===== src/rtl/time_keeper.sv =====
// time_keeper: BCD time-of-day counter (HH:MM:SS) driven by a 0.01 s tick.
//
// Ports:
//   clk          system clock; all state changes on the rising edge
//   rst          synchronous, active-high reset; zeroes time and pulses
//   hundrethSec  one-cycle tick, once per 0.01 s
//   run_en       ticks are counted only while high
//   set_min      pulse: minutes +1 mod 60, clears seconds and hundredths
//   set_hr       pulse: hours +1 mod 24, nothing else changes
//   hr_bcd       hours   {tens[1:0], ones[3:0]}, 00..23
//   min_bcd      minutes {tens[2:0], ones[3:0]}, 00..59
//   sec_bcd      seconds {tens[2:0], ones[3:0]}, 00..59
//   sec_pulse    one cycle, seconds advanced by timekeeping
//   min_pulse    one cycle, minutes advanced by a seconds carry
//   day_wrap     one cycle, 23:59:59 -> 00:00:00 by timekeeping
module time_keeper #(
  parameter int TICKS_PER_SEC = 100
) (
  input  logic       clk,
  input  logic       rst,
  input  logic       hundrethSec,
  input  logic       run_en,
  input  logic       set_min,
  input  logic       set_hr,
  output logic [5:0] hr_bcd,
  output logic [6:0] min_bcd,
  output logic [6:0] sec_bcd,
  output logic       sec_pulse,
  output logic       min_pulse,
  output logic       day_wrap
);

  localparam logic [6:0] HUND_MAX = 7'(TICKS_PER_SEC - 1);

  logic [6:0] hund_cnt;
  logic       set_any;
  logic       tick;
  logic       sec_carry;
  logic       min_carry;
  logic       hr_carry;

  // BCD increment 00..59 with wrap; digits always stay legal.
  function automatic logic [6:0] inc_60(input logic [6:0] v);
    logic [6:0] r;
    if (v[3:0] >= 4'd9) begin
      r[3:0] = 4'd0;
      r[6:4] = (v[6:4] >= 3'd5) ? 3'd0 : v[6:4] + 3'd1;
    end else begin
      r[3:0] = v[3:0] + 4'd1;
      r[6:4] = v[6:4];
    end
    return r;
  endfunction

  // BCD increment 00..23 with wrap.
  function automatic logic [5:0] inc_24(input logic [5:0] v);
    logic [5:0] r;
    if (v == 6'h23) begin
      r = 6'h00;
    end else if (v[3:0] >= 4'd9) begin
      r[3:0] = 4'd0;
      r[5:4] = v[5:4] + 2'd1;
    end else begin
      r[3:0] = v[3:0] + 4'd1;
      r[5:4] = v[5:4];
    end
    return r;
  endfunction

  // Set pulses win over a coincident tick; the tick is simply lost.
  always_comb begin
    set_any   = set_min | set_hr;
    tick      = hundrethSec & run_en & ~set_any;
    sec_carry = tick & (hund_cnt == HUND_MAX);
    min_carry = sec_carry & (sec_bcd == 7'h59);
    hr_carry  = min_carry & (min_bcd == 7'h59);
  end

  always_ff @(posedge clk) begin
    if (rst) begin
      hund_cnt  <= '0;
      sec_bcd   <= '0;
      min_bcd   <= '0;
      hr_bcd    <= '0;
      sec_pulse <= 1'b0;
      min_pulse <= 1'b0;
      day_wrap  <= 1'b0;
    end else begin
      sec_pulse <= sec_carry;
      min_pulse <= min_carry;
      day_wrap  <= hr_carry & (hr_bcd == 6'h23);

      if (set_any) begin
        if (set_min) begin
          hund_cnt <= '0;
          sec_bcd  <= '0;
          min_bcd  <= inc_60(min_bcd);
        end
        if (set_hr) begin
          hr_bcd <= inc_24(hr_bcd);
        end
      end else if (tick) begin
        if (sec_carry) begin
          hund_cnt <= '0;
          sec_bcd  <= inc_60(sec_bcd);
        end else begin
          hund_cnt <= hund_cnt + 7'd1;
        end
        if (min_carry) begin
          min_bcd <= inc_60(min_bcd);
        end
        if (hr_carry) begin
          hr_bcd <= inc_24(hr_bcd);
        end
      end
    end
  end

endmodule


===== config.mk =====
export PLATFORM = sky130hd
export DESIGN_NAME = time_keeper
export DESIGN_NICKNAME = d
export VERILOG_FILES = /design/src/rtl/time_keeper.sv
export SDC_FILE = /design/constraint.sdc
export NUM_CORES = 1
export LEC_CHECK = 0
export CAP_MARGIN = 20
export CORE_UTILIZATION = 55
export DETAILED_ROUTE_END_ITERATION = 10
export PLACE_DENSITY = 0.83
export SYNTH_ARGS = -nofsm -noshare
export SYNTH_HDL_FRONTEND = slang
export SYNTH_SLANG_ARGS = --single-unit

===== constraint.sdc =====
create_clock -name clk -period 3.6 [get_ports clk]
set_input_delay 0.36 -clock clk [delete_from_list [all_inputs] [get_ports clk]]
set_output_delay 0.36 -clock clk [all_outputs]
set_load 0.005 [all_outputs]

Word-level counts from Yosys, hierarchy flattened
Cells that the tools add are included.

Bits in latches: 0. Memory bits (read-only): 0. Register bits: 30. Output and inout bits: 23. Logic and storage cells: 65. Input port bits: 6. Memories kept: 0. Bits in writable memories: 0.

$add $sub $neg: 7. Muxes and demuxes: 21. Divide/modulo/power cells: 0. Reductions and logical operators: 10. Eq/ne operators: 6. Shifts and indexed selects: 0. Multipliers: 0. Bitwise operators: 8. $lt $le $gt $ge: 5.

Operators by type and width (count): 7-bit two-way mux (13); 6-bit two-way mux (6); 7-bit equality test, second input constant (3); 4-bit by 1-bit adder with 4-bit output, second input constant (3); 4-bit >= comparator, second input constant (3); 2-bit nonzero test (5); 3-bit AND reduction (3); 7-bit by 1-bit adder with 7-bit output, second input constant (1); 3-bit by 1-bit adder with 3-bit output, second input constant (2); 1-bit AND (6); 6-bit equality test, second input constant (1); 3-bit >= comparator, second input constant (2); 3-bit two-way mux (2); 2-bit inequality test, second input constant (2); 4-bit AND reduction (1); 2-bit by 1-bit adder with 2-bit output, second input constant (1); 2-bit AND reduction (1); 1-bit inverter (1); 1-bit bitwise OR (1).

Logic depth before layout (Yosys ltp)
Gate-level depths: netlist (run 1).

Depth after elaboration: 9. Depth in mapped cells: 7. Depth with buffers taken out: 7.

Worst setup path before layout (run 1)
OpenSTA, ideal clock, no wires.

Kind: reg-to-reg. Start: register sec_bcd[4]. End: register min_bcd[5]. Arrival time: 1775 ps. Setup slack: 1754 ps. Buffers on the path: 0. Library setup time: 70 ps. Cell stages (with the launch flop): 7. Data required time: 3530 ps. Period minus slack after synthesis: 1846 ps. Cell sequence: dfxtp_1 > ha_1 > nand2_1 > nor4_2 > a21oi_2 > or4_1 > a21oi_1.

Word-level cells in the longest chain between the ends: 4.

RTL lines: from (decl) (RTL line 27) `output logic [6:0] sec_bcd,`; from (signal assigned) (RTL line 105) `sec_bcd <= inc_60(sec_bcd);`; 7-bit equality test (RTL line 75) `min_carry = sec_carry & (sec_bcd == 7'h59);`; 1-bit AND (RTL line 75); 2-bit nonzero test (no source line); 3-bit AND reduction (no source line); to (signal assigned) (RTL line 97) `min_bcd <= inc_60(min_bcd);`; to (signal assigned) (RTL line 110) `min_bcd <= inc_60(min_bcd);`; to (decl) (RTL line 26) `output logic [6:0] min_bcd,`.

No other way between the ends. A chain may end at the register's enable or synchronous reset.

Worst setup path after layout (run 1)
Start: input port set_min. End: register min_bcd[5].

Word-level cells in the longest chain between the ends: 7. Elaborated cells between the ends (all ways): 10. Those cells by class: eq/ne (1); mux (1); bitwise (5); reduce/logical (3).

RTL lines: from (decl) (RTL line 23) `input logic set_min,`; 1-bit bitwise OR (RTL line 72) `set_any = set_min | set_hr;`; 1-bit inverter (RTL line 73) `tick = hundrethSec & run_en & ~set_any;`; 1-bit AND (RTL line 73); 1-bit AND (RTL line 74) `sec_carry = tick & (hund_cnt == HUND_MAX);`; 1-bit AND (RTL line 75); 2-bit nonzero test (no source line); 3-bit AND reduction (no source line).

Several ways; a longest one is shown, not always the timed one.

==> impl_metrics.xml, run 1 <==
<?xml version="1.0" encoding="UTF-8"?>
<metrics>
  <group name="logic_synthesis">
    <metric name="yosys_warning_total" unit="">0</metric>
    <metric name="synth_top_family_by_area" unit="">simple AND/OR/NAND/NOR gates</metric>
    <metric name="synth_edf_count" unit="">0</metric>
    <metric name="synth.mux.area_fraction" unit="%">0.626</metric>
    <metric name="synthCells" unit="">183</metric>
    <metric name="synth-seq-area-share" unit="%">37.6</metric>
    <metric name="synth_top_cells_by_area" unit="">sky130_fd_sc_hd__dfxtp_1, sky130_fd_sc_hd__ha_1, sky130_fd_sc_hd__a21oi_1</metric>
    <metric name="synth-seq-cells" unit="">30</metric>
    <metric name="flip_flop_cell_with_the_highest_count_after_synthesis" unit="">sky130_fd_sc_hd__dfxtp_1</metric>
    <metric name="synth_top_area_share" unit="%">37.6</metric>
    <metric name="synth.most_common_cell" unit="">sky130_fd_sc_hd__dfxtp_1</metric>
    <metric name="synth-compound-area-share" unit="%">19.0</metric>
    <metric name="ys_top_cells_by_count" unit="">sky130_fd_sc_hd__dfxtp_1, sky130_fd_sc_hd__nor2_1, sky130_fd_sc_hd__a21oi_1, sky130_fd_sc_hd__ha_1, sky130_fd_sc_hd__nand2_1</metric>
    <metric name="yosys.area_share.xor_xnor" unit="%">3.29</metric>
    <metric name="synthesis.nets" unit="">204</metric>
    <metric name="async_flop_share" unit="%">0</metric>
    <metric name="simple_gate_area_share_of_the_yosys_netlist" unit="%">24.0</metric>
    <metric name="average_instance_area_after_synthesis" unit="um^2">8.74</metric>
    <metric name="synth_area_leader_cell" unit="">sky130_fd_sc_hd__dfxtp_1</metric>
    <metric name="post_synth_instance_area" unit="um^2">1600</metric>
    <metric name="synth_fa_ha_area_share" unit="%">11.7</metric>
    <metric name="yosysUniqueCellTypes" unit="">40</metric>
  </group>
  <group name="timing">
    <metric name="setup_repair_after_global_routing_missed_its_margin" unit="">no</metric>
    <metric name="clock.fmax" unit="MHz">424</metric>
    <metric name="finalHoldViolCount" unit="">0</metric>
    <metric name="min_period" unit="ps">2360</metric>
    <metric name="hold_ws" unit="ps">496</metric>
    <metric name="slew_headroom" unit="%">49.3</metric>
    <metric name="finalClockSkew" unit="ps">5.80</metric>
    <metric name="drv_slew" unit="">0</metric>
    <metric name="final.setup.tns" unit="ps">0</metric>
    <metric name="period_share" unit="%">65.5</metric>
    <metric name="worstMarginPinSlew" unit="ps">755</metric>
    <metric name="finalSetupViolCount" unit="">0</metric>
  </group>
  <group name="global_routing">
    <metric name="grt_pass1_wl" unit="mm">5.69</metric>
    <metric name="groute.usage.overall" unit="%">23.0</metric>
    <metric name="grt-ovfl-total" unit="">0</metric>
    <metric name="grt_max_degree" unit="">21</metric>
    <metric name="antenna_found_initial" unit="">0</metric>
    <metric name="first_global_vias" unit="">1285</metric>
  </group>
  <group name="clocking">
    <metric name="cts.sinks" unit="">30</metric>
    <metric name="cts_buffers" unit="">5</metric>
    <metric name="ctsHoldBuffers" unit="">0</metric>
    <metric name="tritoncts" unit="">done</metric>
    <metric name="clk_root_buffer_cell" unit="">sky130_fd_sc_hd__clkbuf_4</metric>
    <metric name="clk_transition_reported_paths" unit="ps">90</metric>
    <metric name="clk_buf_depth" unit="">2</metric>
    <metric name="post_cts.resized_instances" unit="">0</metric>
    <metric name="worst_skew_pair.late_latency" unit="ps">320</metric>
    <metric name="ctsHtreeMaxLevel" unit="">2</metric>
    <metric name="cts_post_setup_buffers_inserted" unit="">0</metric>
  </group>
  <group name="power">
    <metric name="vdd_drop_max" unit="V">0.000298</metric>
    <metric name="p_seq_share" unit="%">59.5</metric>
    <metric name="clockPowerShare" unit="%">31.2</metric>
    <metric name="power_leakage" unit="nW">0.697</metric>
    <metric name="pwr_density_cell" unit="nW/um^2">295</metric>
    <metric name="sw_frac_of_total" unit="%">25.3</metric>
    <metric name="power_frac_comb" unit="%">9.3</metric>
    <metric name="switchingPower" unit="W">0.000146</metric>
    <metric name="internal-power" unit="W">0.000430</metric>
  </group>
  <group name="placement">
    <metric name="dp_hpwl" unit="mm">2.47</metric>
    <metric name="numPortBuffers" unit="">28</metric>
    <metric name="gp_congestion" unit="">0.844</metric>
  </group>
  <group name="detailed_routing">
    <metric name="routed_wire_length_per_instance" unit="um">13.9</metric>
    <metric name="antenna_violating_nets_post_route" unit="">0</metric>
    <metric name="route.detailed.drc" unit="">0</metric>
    <metric name="via_per_inst" unit="">5.87</metric>
    <metric name="routed-via-count" unit="">1439</metric>
    <metric name="first_iter_violations" unit="">69</metric>
    <metric name="route.final.wire_length" unit="mm">3.40</metric>
    <metric name="drt_first_pass_iters" unit="">5</metric>
  </group>
  <group name="die">
    <metric name="core-area" unit="um^2">2760</metric>
    <metric name="floorplan.die.width" unit="um">55.9</metric>
    <metric name="die_y" unit="um">55.9</metric>
    <metric name="std_cell_rows" unit="">19</metric>
    <metric name="boundaryPins" unit="">29</metric>
    <metric name="initial_standard_cell_utilization_of_the_core" unit="%">58.0</metric>
    <metric name="floorplan.die_area" unit="um^2">3130</metric>
  </group>
  <group name="final_layout">
    <metric name="antenna-diode-count" unit="">0</metric>
    <metric name="drive_above_1_share" unit="%">5.61</metric>
    <metric name="finalNetCount" unit="">235</metric>
    <metric name="area.growth.synth_to_final" unit="%">22.0</metric>
  </group>
  <group name="worst_setup_path">
    <metric name="critical_path.startpoint_type" unit="">input pin</metric>
    <metric name="worst-endpoint-required" unit="ps">3840</metric>
    <metric name="worst_ep_arrival_time" unit="ps">2600</metric>
    <metric name="worst-path-max-fanout" unit="">14</metric>
    <metric name="critPathCaptureType" unit="">flip-flop</metric>
    <metric name="path_class" unit="">input pin to flip-flop</metric>
  </group>
  <group name="run">
    <metric name="max_cap_violations" unit="">0</metric>
  </group>
  <group name="run_status">
    <metric name="run_status" unit="">finished clean</metric>
  </group>
  <group name="hold_path">
    <metric name="hp-class" unit="">flip-flop to flip-flop</metric>
  </group>
</metrics>
==> per-stage QoR <==
step                area, um^2  total power, W  setup WS, ps  instances  util, %
floorplan                 1600        0.000380          1750        183        -
global placement          1900        0.000402           959        238     69.0
CTS                       1950        0.000584          1260        245     70.7
global route              1950        0.000605          1060        245     70.7
finish                    1950        0.000576          1240        245     70.7
detailed placement        1900        0.000403           912        238     69.0
==> layer usage <==
layer  GRT usage [%]  part of all wire, %
met4            8.36                 0.53
met3            6.51                  3.8
met2            38.4                   48
met1            28.4                   48
met5               0                    0
==> layout make-up <==
type | count | area (um^2)
flip-flops and latches | 30 | 601
well taps | 31 | 38.8
inverters | 12 | 45.0
repair buffers | 28 | 280
clock buffers | 5 | 37.5
multi-input cells | 137 | 938
fillers | 215 | 807
clock inverters | 2 | 10.0
==> logic make-up after synthesis <==
logic type | Yosys count
AOI/OAI and AO/OA | 48
muxes | 1
and+or+nand+nor | 67
adders and majority gates | 15
DFF | 30
xor gates and xnor gates | 6
buffers and inverters | 16
==> placed cells by master, fill, tap and decap left out, types with 3 or more instances in the layout <==
| cell | instances |
|---|---|
| sky130_fd_sc_hd__ha_1 | 15 |
| sky130_fd_sc_hd__nand2b_1 | 3 |
| sky130_fd_sc_hd__nand4b_1 | 3 |
| sky130_fd_sc_hd__clkdlybuf4s50_1 | 28 |
| sky130_fd_sc_hd__nand3b_1 | 3 |
| sky130_fd_sc_hd__a21oi_1 | 18 |
| sky130_fd_sc_hd__or4_1 | 3 |
| sky130_fd_sc_hd__inv_1 | 12 |
| sky130_fd_sc_hd__o21ai_0 | 11 |
| sky130_fd_sc_hd__xor2_1 | 4 |
| sky130_fd_sc_hd__dfxtp_1 | 30 |
| sky130_fd_sc_hd__nand2_1 | 13 |
| sky130_fd_sc_hd__nand3_1 | 7 |
| sky130_fd_sc_hd__a41oi_1 | 3 |
| sky130_fd_sc_hd__clkbuf_4 | 5 |
| sky130_fd_sc_hd__nor2_1 | 22 |
==> power groups by stage <==
| stage | Combinational [W] | Sequential (W) | Clock, W |
|---|---|---|---|
| detailed placement | 0.0000528 | 0.000350 | 0 |
| global route | 0.0000590 | 0.000344 | 0.000203 |
| finish | 0.0000536 | 0.000343 | 0.000180 |
| global placement | 0.0000519 | 0.000350 | 0 |
| floorplan | 0.0000310 | 0.000349 | 0 |
| CTS | 0.0000534 | 0.000343 | 0.000188 |
==> sequential cells by signal, summed over array words and instances (netlist names) <==
register / cells
hund_cnt: 7
min_pulse: 1
min_bcd: 7
sec_bcd: 7
sec_pulse: 1
day_wrap: 1
hr_bcd: 6
==> worst max-delay path, cell delays in order <==
cell and delay, ps:
sky130_fd_sc_hd__clkdlybuf4s50_1 630, sky130_fd_sc_hd__nand3b_4 290, sky130_fd_sc_hd__nor4_4 460, sky130_fd_sc_hd__a21oi_2 190, sky130_fd_sc_hd__or4_1 530, sky130_fd_sc_hd__a21oi_1 150
==> path summary, 6_finish.rpt <==
| kind | start | endpoint | slack, ps | depth (start not counted) |
|---|---|---|---|---|
| max | set_min | min_bcd[5] | 1240 | 6 |
| min | hr_bcd[4] | hr_bcd[4] | 500 | 2 |
| max reg2reg | sec_bcd[4] | min_bcd[5] | 1490 | 6 |
| min reg2reg | hr_bcd[4] | hr_bcd[4] | 500 | 2 |
(Power assumes the default switching activity.)
==> inputs of run 2 (changes only) <==
--- a/config.mk
+++ b/config.mk
@@ -6,9 +6,9 @@
 export NUM_CORES = 1
 export LEC_CHECK = 0
 export CAP_MARGIN = 20
-export CORE_UTILIZATION = 55
+export CORE_UTILIZATION = 47
 export DETAILED_ROUTE_END_ITERATION = 10
-export PLACE_DENSITY = 0.83
+export PLACE_DENSITY = 0.76
 export SYNTH_ARGS = -nofsm -noshare
 export SYNTH_HDL_FRONTEND = slang
 export SYNTH_SLANG_ARGS = --single-unit
==> constraint.sdc (replaced) <==
create_clock -name clk -period 2 [get_ports clk]
set_input_delay 0.2 -clock clk [delete_from_list [all_inputs] [get_ports clk]]
set_output_delay 0.2 -clock clk [all_outputs]
set_load 0.005 [all_outputs]
==> run 2 against run 1 <==
Net effect: clock skew up 6.1 ps; non-clock buffer count up 8; die area up 16%; worst setup slack worse by 1100 ps; design area up 5.3%; combinational power up 96%; first-iteration DRC count up 35%; sequential cell count unchanged; via count up 3.1%; worst hold slack worse by 7.4 ps; critical path type is now flip-flop to flip-flop; largest cell class unchanged.
==> impl_metrics.xml, run 2 (synthesized netlist as in run 1, its figures left out) <==
<?xml version="1.0" encoding="UTF-8"?>
<metrics>
  <group name="timing">
    <metric name="slew_headroom" unit="%">72.0</metric>
    <metric name="setup_repair_after_global_routing_missed_its_margin" unit="">yes</metric>
    <metric name="drv_slew" unit="">0</metric>
    <metric name="finalSetupViolCount" unit="">0</metric>
    <metric name="final.setup.tns" unit="ps">0</metric>
    <metric name="clock.fmax" unit="MHz">545</metric>
    <metric name="post-route-worst-setup-slack" unit="ps">165</metric>
    <metric name="period_share" unit="%">91.7</metric>
    <metric name="worstMarginPinSlew" unit="ps">415</metric>
    <metric name="min_period" unit="ps">1830</metric>
    <metric name="finalClockSkew" unit="ps">11.9</metric>
    <metric name="hold_ws" unit="ps">489</metric>
    <metric name="finalHoldViolCount" unit="">0</metric>
  </group>
  <group name="die">
    <metric name="boundaryPins" unit="">29</metric>
    <metric name="floorplan.die_area" unit="um^2">3640</metric>
    <metric name="initial_standard_cell_utilization_of_the_core" unit="%">51.1</metric>
    <metric name="std_cell_rows" unit="">20</metric>
    <metric name="floorplan.die.width" unit="um">60.3</metric>
    <metric name="core-area" unit="um^2">3130</metric>
    <metric name="die_y" unit="um">60.3</metric>
  </group>
  <group name="clocking">
    <metric name="worst_skew_pair.late_latency" unit="ps">340</metric>
    <metric name="clk_transition_reported_paths" unit="ps">90</metric>
    <metric name="post_cts.resized_instances" unit="">0</metric>
    <metric name="ctsHtreeMaxLevel" unit="">2</metric>
    <metric name="clk_root_buffer_cell" unit="">sky130_fd_sc_hd__clkbuf_4</metric>
    <metric name="cts_post_setup_buffers_inserted" unit="">0</metric>
    <metric name="cts_buffers" unit="">5</metric>
    <metric name="cts.sinks" unit="">30</metric>
    <metric name="clk_buf_depth" unit="">2</metric>
    <metric name="ctsHoldBuffers" unit="">0</metric>
    <metric name="tritoncts" unit="">done</metric>
  </group>
  <group name="power">
    <metric name="power_leakage" unit="nW">0.740</metric>
    <metric name="vdd_drop_max" unit="V">0.000334</metric>
    <metric name="pwr_density_cell" unit="nW/um^2">538</metric>
  </group>
  <group name="worst_setup_path">
    <metric name="ff2ff_setup_slack" unit="ps">170</metric>
    <metric name="critical_path.startpoint_type" unit="">flip-flop</metric>
    <metric name="critical_path.reg2reg.endpoint" unit="">min_bcd[5]</metric>
    <metric name="worst-endpoint-required" unit="ps">2270</metric>
    <metric name="timing.rr.start" unit="">sec_bcd[5]</metric>
    <metric name="cp_cell_sequence" unit="">inv_1 &gt; ha_1 &gt; nand2_1 &gt; nor4_2 &gt; buf_4 &gt; a21oi_2 &gt; or4_1 &gt; a21oi_1</metric>
    <metric name="worst-path-max-fanout" unit="">5</metric>
    <metric name="worst_ep_arrival_time" unit="ps">2110</metric>
    <metric name="path_class" unit="">flip-flop to flip-flop</metric>
    <metric name="worst_path_max_delay_cell" unit="">sky130_fd_sc_hd__or4_1</metric>
    <metric name="reg2reg_depth" unit="">8</metric>
    <metric name="slowest_delay" unit="ps">500</metric>
    <metric name="critPathCaptureType" unit="">flip-flop</metric>
  </group>
  <group name="detailed_routing">
    <metric name="drt_first_pass_iters" unit="">4</metric>
    <metric name="first_iter_violations" unit="">93</metric>
    <metric name="routed_wire_length_per_instance" unit="um">13.4</metric>
    <metric name="via_per_inst" unit="">5.55</metric>
    <metric name="routed-via-count" unit="">1483</metric>
    <metric name="route.final.wire_length" unit="mm">3.58</metric>
    <metric name="antenna_violating_nets_post_route" unit="">0</metric>
    <metric name="route.detailed.drc" unit="">0</metric>
  </group>
  <group name="final_layout">
    <metric name="layout_top_registers" unit="">hund_cnt (7), min_bcd (7), sec_bcd (7)</metric>
    <metric name="antenna-diode-count" unit="">0</metric>
    <metric name="fin_area" unit="um^2">2050</metric>
    <metric name="most-common-layout-cells" unit="">sky130_fd_sc_hd__dfxtp_1, sky130_fd_sc_hd__clkdlybuf4s50_1, sky130_fd_sc_hd__nor2_1</metric>
    <metric name="finalNetCount" unit="">243</metric>
    <metric name="area.growth.synth_to_final" unit="%">28.4</metric>
    <metric name="n_fill_cell" unit="">273</metric>
    <metric name="drive_above_1_share" unit="%">11.2</metric>
  </group>
  <group name="placement">
    <metric name="dp_hpwl" unit="mm">2.61</metric>
    <metric name="numPortBuffers" unit="">28</metric>
    <metric name="post-place-ws" unit="ps">-9.12</metric>
    <metric name="place_area" unit="um^2">1980</metric>
    <metric name="gp_congestion" unit="">0.849</metric>
  </group>
  <group name="hold_path">
    <metric name="hold_path.startpoint" unit="">sec_bcd[1]</metric>
    <metric name="min_delay_path_depth" unit="">2</metric>
    <metric name="hp-class" unit="">flip-flop to flip-flop</metric>
    <metric name="whs_endpoint" unit="">sec_bcd[1]</metric>
  </group>
  <group name="global_routing">
    <metric name="first_global_vias" unit="">1331</metric>
    <metric name="antenna_found_initial" unit="">0</metric>
    <metric name="grt_pass1_wl" unit="mm">6.02</metric>
    <metric name="groute.usage.overall" unit="%">22.4</metric>
    <metric name="grt-ovfl-total" unit="">0</metric>
    <metric name="grt_max_degree" unit="">14</metric>
  </group>
  <group name="run">
    <metric name="max_cap_violations" unit="">0</metric>
  </group>
  <group name="run_status">
    <metric name="run_status" unit="">finished clean</metric>
  </group>
</metrics>
==> run 2: metrics by stage <==
| stage | cells | power, W | utilization (%) |
|---|---|---|---|
| 2_1_floorplan | 183 | 0.000685 | - |
| 3_3_place_gp | 259 | 0.000730 | 63.3 |
| 3_5_place_dp | 259 | 0.000734 | 63.3 |
| 4_1_cts | 267 | 0.00112 | 65.2 |
| 5_1_grt | 267 | 0.00117 | 65.6 |
| 6_report | 267 | 0.00110 | 65.6 |
==> run 2: power breakdown <==
part | total, W | switching, W | internal, W | leakage [nW]
registers | 0.000616 | 0.0000114 | 0.000605 | 0.244
logic | 0.000105 | 0.0000553 | 0.0000499 | 0.461
clock network | 0.000383 | 0.000213 | 0.000170 | 0.0353
==> run 2: how the worst max path moves through the flow <==
stage / start / to / slack (ps) / cells past startpoint
after floorplan: sec_bcd[4] / min_bcd[5] / 150 / 6
after global placement: hundrethSec / min_bcd[3] / 40 / 7
after detailed placement: hundrethSec / min_bcd[3] / -9 / 7
after CTS: sec_bcd[4] / min_bcd[5] / 150 / 7
after global routing: sec_bcd[5] / min_bcd[5] / -5 / 8
final: sec_bcd[5] / min_bcd[5] / 170 / 8
==> run 2: routing by layer <==
layer	share of wire (%)	GRT usage (%)	vias to the layer above
met5	0	0	-
met4	0.89	8.31	0
met3	5.4	6.82	5
met2	46	33.8	49
met1	48	30.0	692
li1	-	-	737
==> run 2: area by class of cell <==
| class | count | area (um^2) | share of cell area [%] |
|---|---|---|---|
| multi-input cells | 137 | 950 | 46.3 |
| flip-flops and latches | 30 | 603 | 29.4 |
| repair buffers | 36 | 340 | 16.6 |
| clock buffers | 7 | 55.1 | 2.68 |
| well taps | 44 | 55.1 | 2.68 |
| inverters | 12 | 45.0 | 2.19 |
| clock inverters | 1 | 5.00 | 0.244 |
==> run 2: worst max-delay path, delay by kind of cell (launching register included) <==
| family | cells | cell delay (ps) |
|---|---|---|
| flops | 1 | 360 |
| fa+ha+maj | 1 | 190 |
| simple gates | 3 | 720 |
| compound gates | 2 | 220 |
| buf+inv | 2 | 270 |
==> variant 1, RTL diff (config.mk and constraints of run 2) <==
The output `min_pulse` loses its register stage (`min_pulse` becomes a continuous assignment). Comments in the files are not updated.
--- a/src/rtl/time_keeper.sv
+++ b/src/rtl/time_keeper.sv
@@ -83,11 +83,9 @@
       min_bcd   <= '0;
       hr_bcd    <= '0;
       sec_pulse <= 1'b0;
-      min_pulse <= 1'b0;
       day_wrap  <= 1'b0;
     end else begin
       sec_pulse <= sec_carry;
-      min_pulse <= min_carry;
       day_wrap  <= hr_carry & (hr_bcd == 6'h23);
 
       if (set_any) begin
@@ -116,5 +114,7 @@
     end
   end
 
+  assign min_pulse = min_carry;
+
 endmodule
 
Check against the original RTL: no difference found for any inputs over 10 cycles, from zero or initial values and one cycle with rst high; that may be too few to reach the edited logic, so the function may still have changed.
==> variant 1 against run 2 <==
Worst hold slack worse by 0.0091 ns. Power is 1.5% lower. Highest routed layer unchanged. Wire length shrank 2.1%. Synthesized area rose by 2.6%. Sequential cell count down 1. Core utilization fell by 2.5 points. Cell area grew 2.6%. Fmax is 1.2% higher. Critical path depth did not move. Worst setup slack better by 0.021 ns.
==> variant 1: results (changes against run 2) <==
* First-pass GRT wire length at 5.71 mm (was 6.02 mm)
* Post-synthesis adder-cell area fraction at 11.4% (was 11.7%)
* Vias at 1,447 (was 1,483)
* Multi-input logic portion of the cell area at 46.8% (was 46.3%)
* GRT met3 Usage at 7.35% (was 6.82%)
* Clock sink count at 29 (was 30)
* Status: finished, final reports clean (unchanged)
* Synth Area in XOR/XNOR at 2.67% (was 3.29%)
* Peak VDD IR at 391 µV (was 334 µV)
* Crit-path max FO at 6 (was 5)
* Layout Nets at 251 (was 243)
* Total track usage at 21.5% (was 22.4%)
* Metal2 WL at 1.51 mm (was 1.64 mm)
* M1 GR Usage at 27.6% (was 30.0%)
* H-Tree Depth at 2 (unchanged)
* Vias in the first global route at 1,269 (was 1,331)
* Non-clock inverters at 12 (unchanged)
* Internal power at 810 µW (was 825 µW)
* Relative slew slack at 67.6% (was 72.0%)
* Slowest cell delay on critical path at 0.33 ns (was 0.50 ns)
* DR top layer: met4 (unchanged)
* Unique masters post-synth at 48 (was 40)
* Share of layout cells above drive strength 1 at 13.0% (was 11.2%)
* Worst path arrival time at 2.05 ns (was 2.11 ns)
* Cts bufs inserted at 5 (unchanged)
* Clock share of power at 33.8% (was 34.6%)
* Power Sequential at 597 µW (was 616 µW)
* Skew final at 0.00894 ns (was 0.0119 ns)
* Met3 wire len at 200 µm (was 195 µm)
* FF/Latch Area at 587 µm² (was 603 µm²)
* CP max stage cell: dfxtp_1 (was or4_1)
* Seq/Total Area, Yosys at 35.4% (was 37.6%)
* Filler instances at 325 (was 273)
* Hold Crit Depth at 1 (was 2)
* Buffering overhead at 17.9% (was 16.6%)
* 1st-iter DRT viols at 72 (was 93)
* DP Worst Slack at -0.000551 ns (was -0.00912 ns)
* Avg WL per Cell at 12.7 µm (was 13.4 µm)
* DPL Wire Length at 2.62 mm (was 2.61 mm)
* Clock buffers and inverters, area share at 2.61% (was 2.93%)
* Post-cts resize count at 7 (was 0)
* Routability cong. at 0.859 (was 0.849)
* Non-CTS buffers at 41 (was 36)
* Detailed Routing Iterations Pass 1 at 4 (unchanged)
* Met2 Use GR at 32.0% (was 33.8%)
* Leakage at 0.790 nW (was 0.740 nW)
* Comb_multi_in at 141 (was 137)
* Post-synth top cells: dfxtp_1 (29), nor2_1 (23), a21oi_1 (18) (was dfxtp_1 (30), nor2_1 (22), a21oi_1 (18))
* Complex-gate fraction of the synthesized area at 18.6% (was 19.0%)
* Mux share of post-synthesis cell area at 0.610% (was 0.626%)
* Synthesized net count at 209 (was 204)
* Largest net degree at the start of global routing at 13 (was 14)
* Synth area leaders: dfxtp_1 (35%), ha_1 (11%), a21oi_1 (5.5%) (was dfxtp_1 (38%), ha_1 (12%), a21oi_1 (5.6%))
==> variant 1: cell count changes after synthesis, sizes merged, moves of 3 or more <==
cell / before / now
nand3b: 4 / 1
or4: 3 / 0
nand2: 13 / 16
buf: 0 / 4
or3: 0 / 6
o21ai: 11 / 7
nor4: 3 / 0
==> variant 1: worst paths after layout <==
path,from,endpoint,slack [ns]
setup / recovery,sec_bcd[5],min_bcd[3],0.19
hold / removal,hund_cnt[6],hund_cnt[6],0.48
setup reg to reg,sec_bcd[5],min_bcd[3],0.19
hold reg to reg,hund_cnt[6],hund_cnt[6],0.48
==> variant 1: per-stage QoR <==
step                util (%)  instances  cell area, µm²  power [mW]  hold slack, ns
global route            63.1        276            2110        1.15           0.509
floorplan                  -        188            1640       0.681           0.441
CTS                     63.1        276            2110        1.09           0.484
detailed placement      61.0        269            2030       0.733           0.472
global placement        61.0        269            2030       0.730           0.473
finish                  63.1        276            2110        1.09           0.480
==> variant 2, RTL diff (config.mk and constraints of run 2) <==
Made on the original files. The parameter `TICKS_PER_SEC` goes from 100 to 75.
--- a/src/rtl/time_keeper.sv
+++ b/src/rtl/time_keeper.sv
@@ -14,7 +14,7 @@
 //   min_pulse    one cycle, minutes advanced by a seconds carry
 //   day_wrap     one cycle, 23:59:59 -> 00:00:00 by timekeeping
 module time_keeper #(
-  parameter int TICKS_PER_SEC = 100
+  parameter int TICKS_PER_SEC = 75
 ) (
   input  logic       clk,
   input  logic       rst,
Behaviour: no difference found for any inputs over 10 cycles, from zero or initial values and one cycle with rst high; that may be too few to reach the edited logic, so the function may still have changed.
==> variant 2 against run 2 <==
The flow now finishes with violations (negative setup slack). Global-route usage rose by 2.4 points. Synthesized area rose by 1.6%. Power rose by 2.7%. Count of clock-buffer cells in the layout did not move. Cell area rose by 13%. Sequential cell count did not move. Die area rose by 1.5%. Worst setup slack got worse by 0.29 ns. Critical path depth fell by 3. Wire length rose by 15%. Critical path type unchanged.
==> variant 2: results (changes against run 2) <==
* Status: finished with violations (was finished, final reports clean)
* Failing checks: negative setup slack
* Count of final setup violators at 8 (was 0)
* Leakage at 0.898 nW (was 0.740 nW)
* CP max stage cell: or4b_4 (was or4_1)
* PnR worst setup slack at -0.120 ns (was 0.165 ns)
* Synth area leaders: dfxtp_1 (37%), ha_1 (12%), nor2_1 (5.8%) (was dfxtp_1 (38%), ha_1 (12%), a21oi_1 (5.6%))
* Routability cong. at 0.853 (was 0.849)
* Layout Nets at 272 (was 243)
* GRT met3 Usage at 5.97% (was 6.82%)
* Metal-1 WL at 1.79 mm (was 1.71 mm)
* Share of layout cells above drive strength 1 at 23.9% (was 11.2%)
* Seq/Total Area, Yosys at 37.0% (was 37.6%)
* Skew final at 0.00912 ns (was 0.0119 ns)
* Placed cell count at 283 (was 259)
* M1 GR Usage at 28.4% (was 30.0%)
* Reg2reg start: hund_cnt[5] (was sec_bcd[5])
* Synth Area in XOR/XNOR at 2.70% (was 3.29%)
* 1st-iter DRT viols at 88 (was 93)
* Setup_tns at -0.676 ns (was 0 ns)
* Comb pwr share at 12.5% (was 9.5%)
* Internal power at 848 µW (was 825 µW)
* Crit-path max FO at 4 (was 5)
* Tot Pwr at 1.13 mW (was 1.10 mW)
* PD cells at 487 nW/µm² (was 538 nW/µm²)
[variant 2: changes by cell type in the layout (fill, tap and decap cells not counted), moves of 2 or more]
cell      change
a211oi_1      -2
a21oi_1       -3
a21oi_2       +2
buf_4        +22
buf_6         +2
nand2b_1      -3
nand3_1       -4
nand4b_1      +2
nor2_1        +2
nor2b_1       +3
o31ai_4       +2
or3_1         +4
or3_4         +2
or4_1         -2
[variant 2: worst max-delay path by stage]
stage | end | slack (ns) | cells after the start
4_1_cts | hr_bcd[3] | -0.11 | 6
3_3_place_gp | sec_bcd[6] | -0.08 | 6
6_report | sec_bcd[6] | -0.12 | 5
5_1_grt | sec_bcd[6] | -0.19 | 5
2_1_floorplan | sec_bcd[6] | -0.12 | 5
3_5_place_dp | sec_bcd[6] | -0.15 | 6
[variant 2: cell type report]
class                   count  area share (%)
flip-flops and latches     30            25.9
clock buffers               7            2.36
inverters                  12            1.93
well taps                  44            2.36
clock inverters             1           0.215
repair buffers             60            22.7
multi-input cells         141            44.6
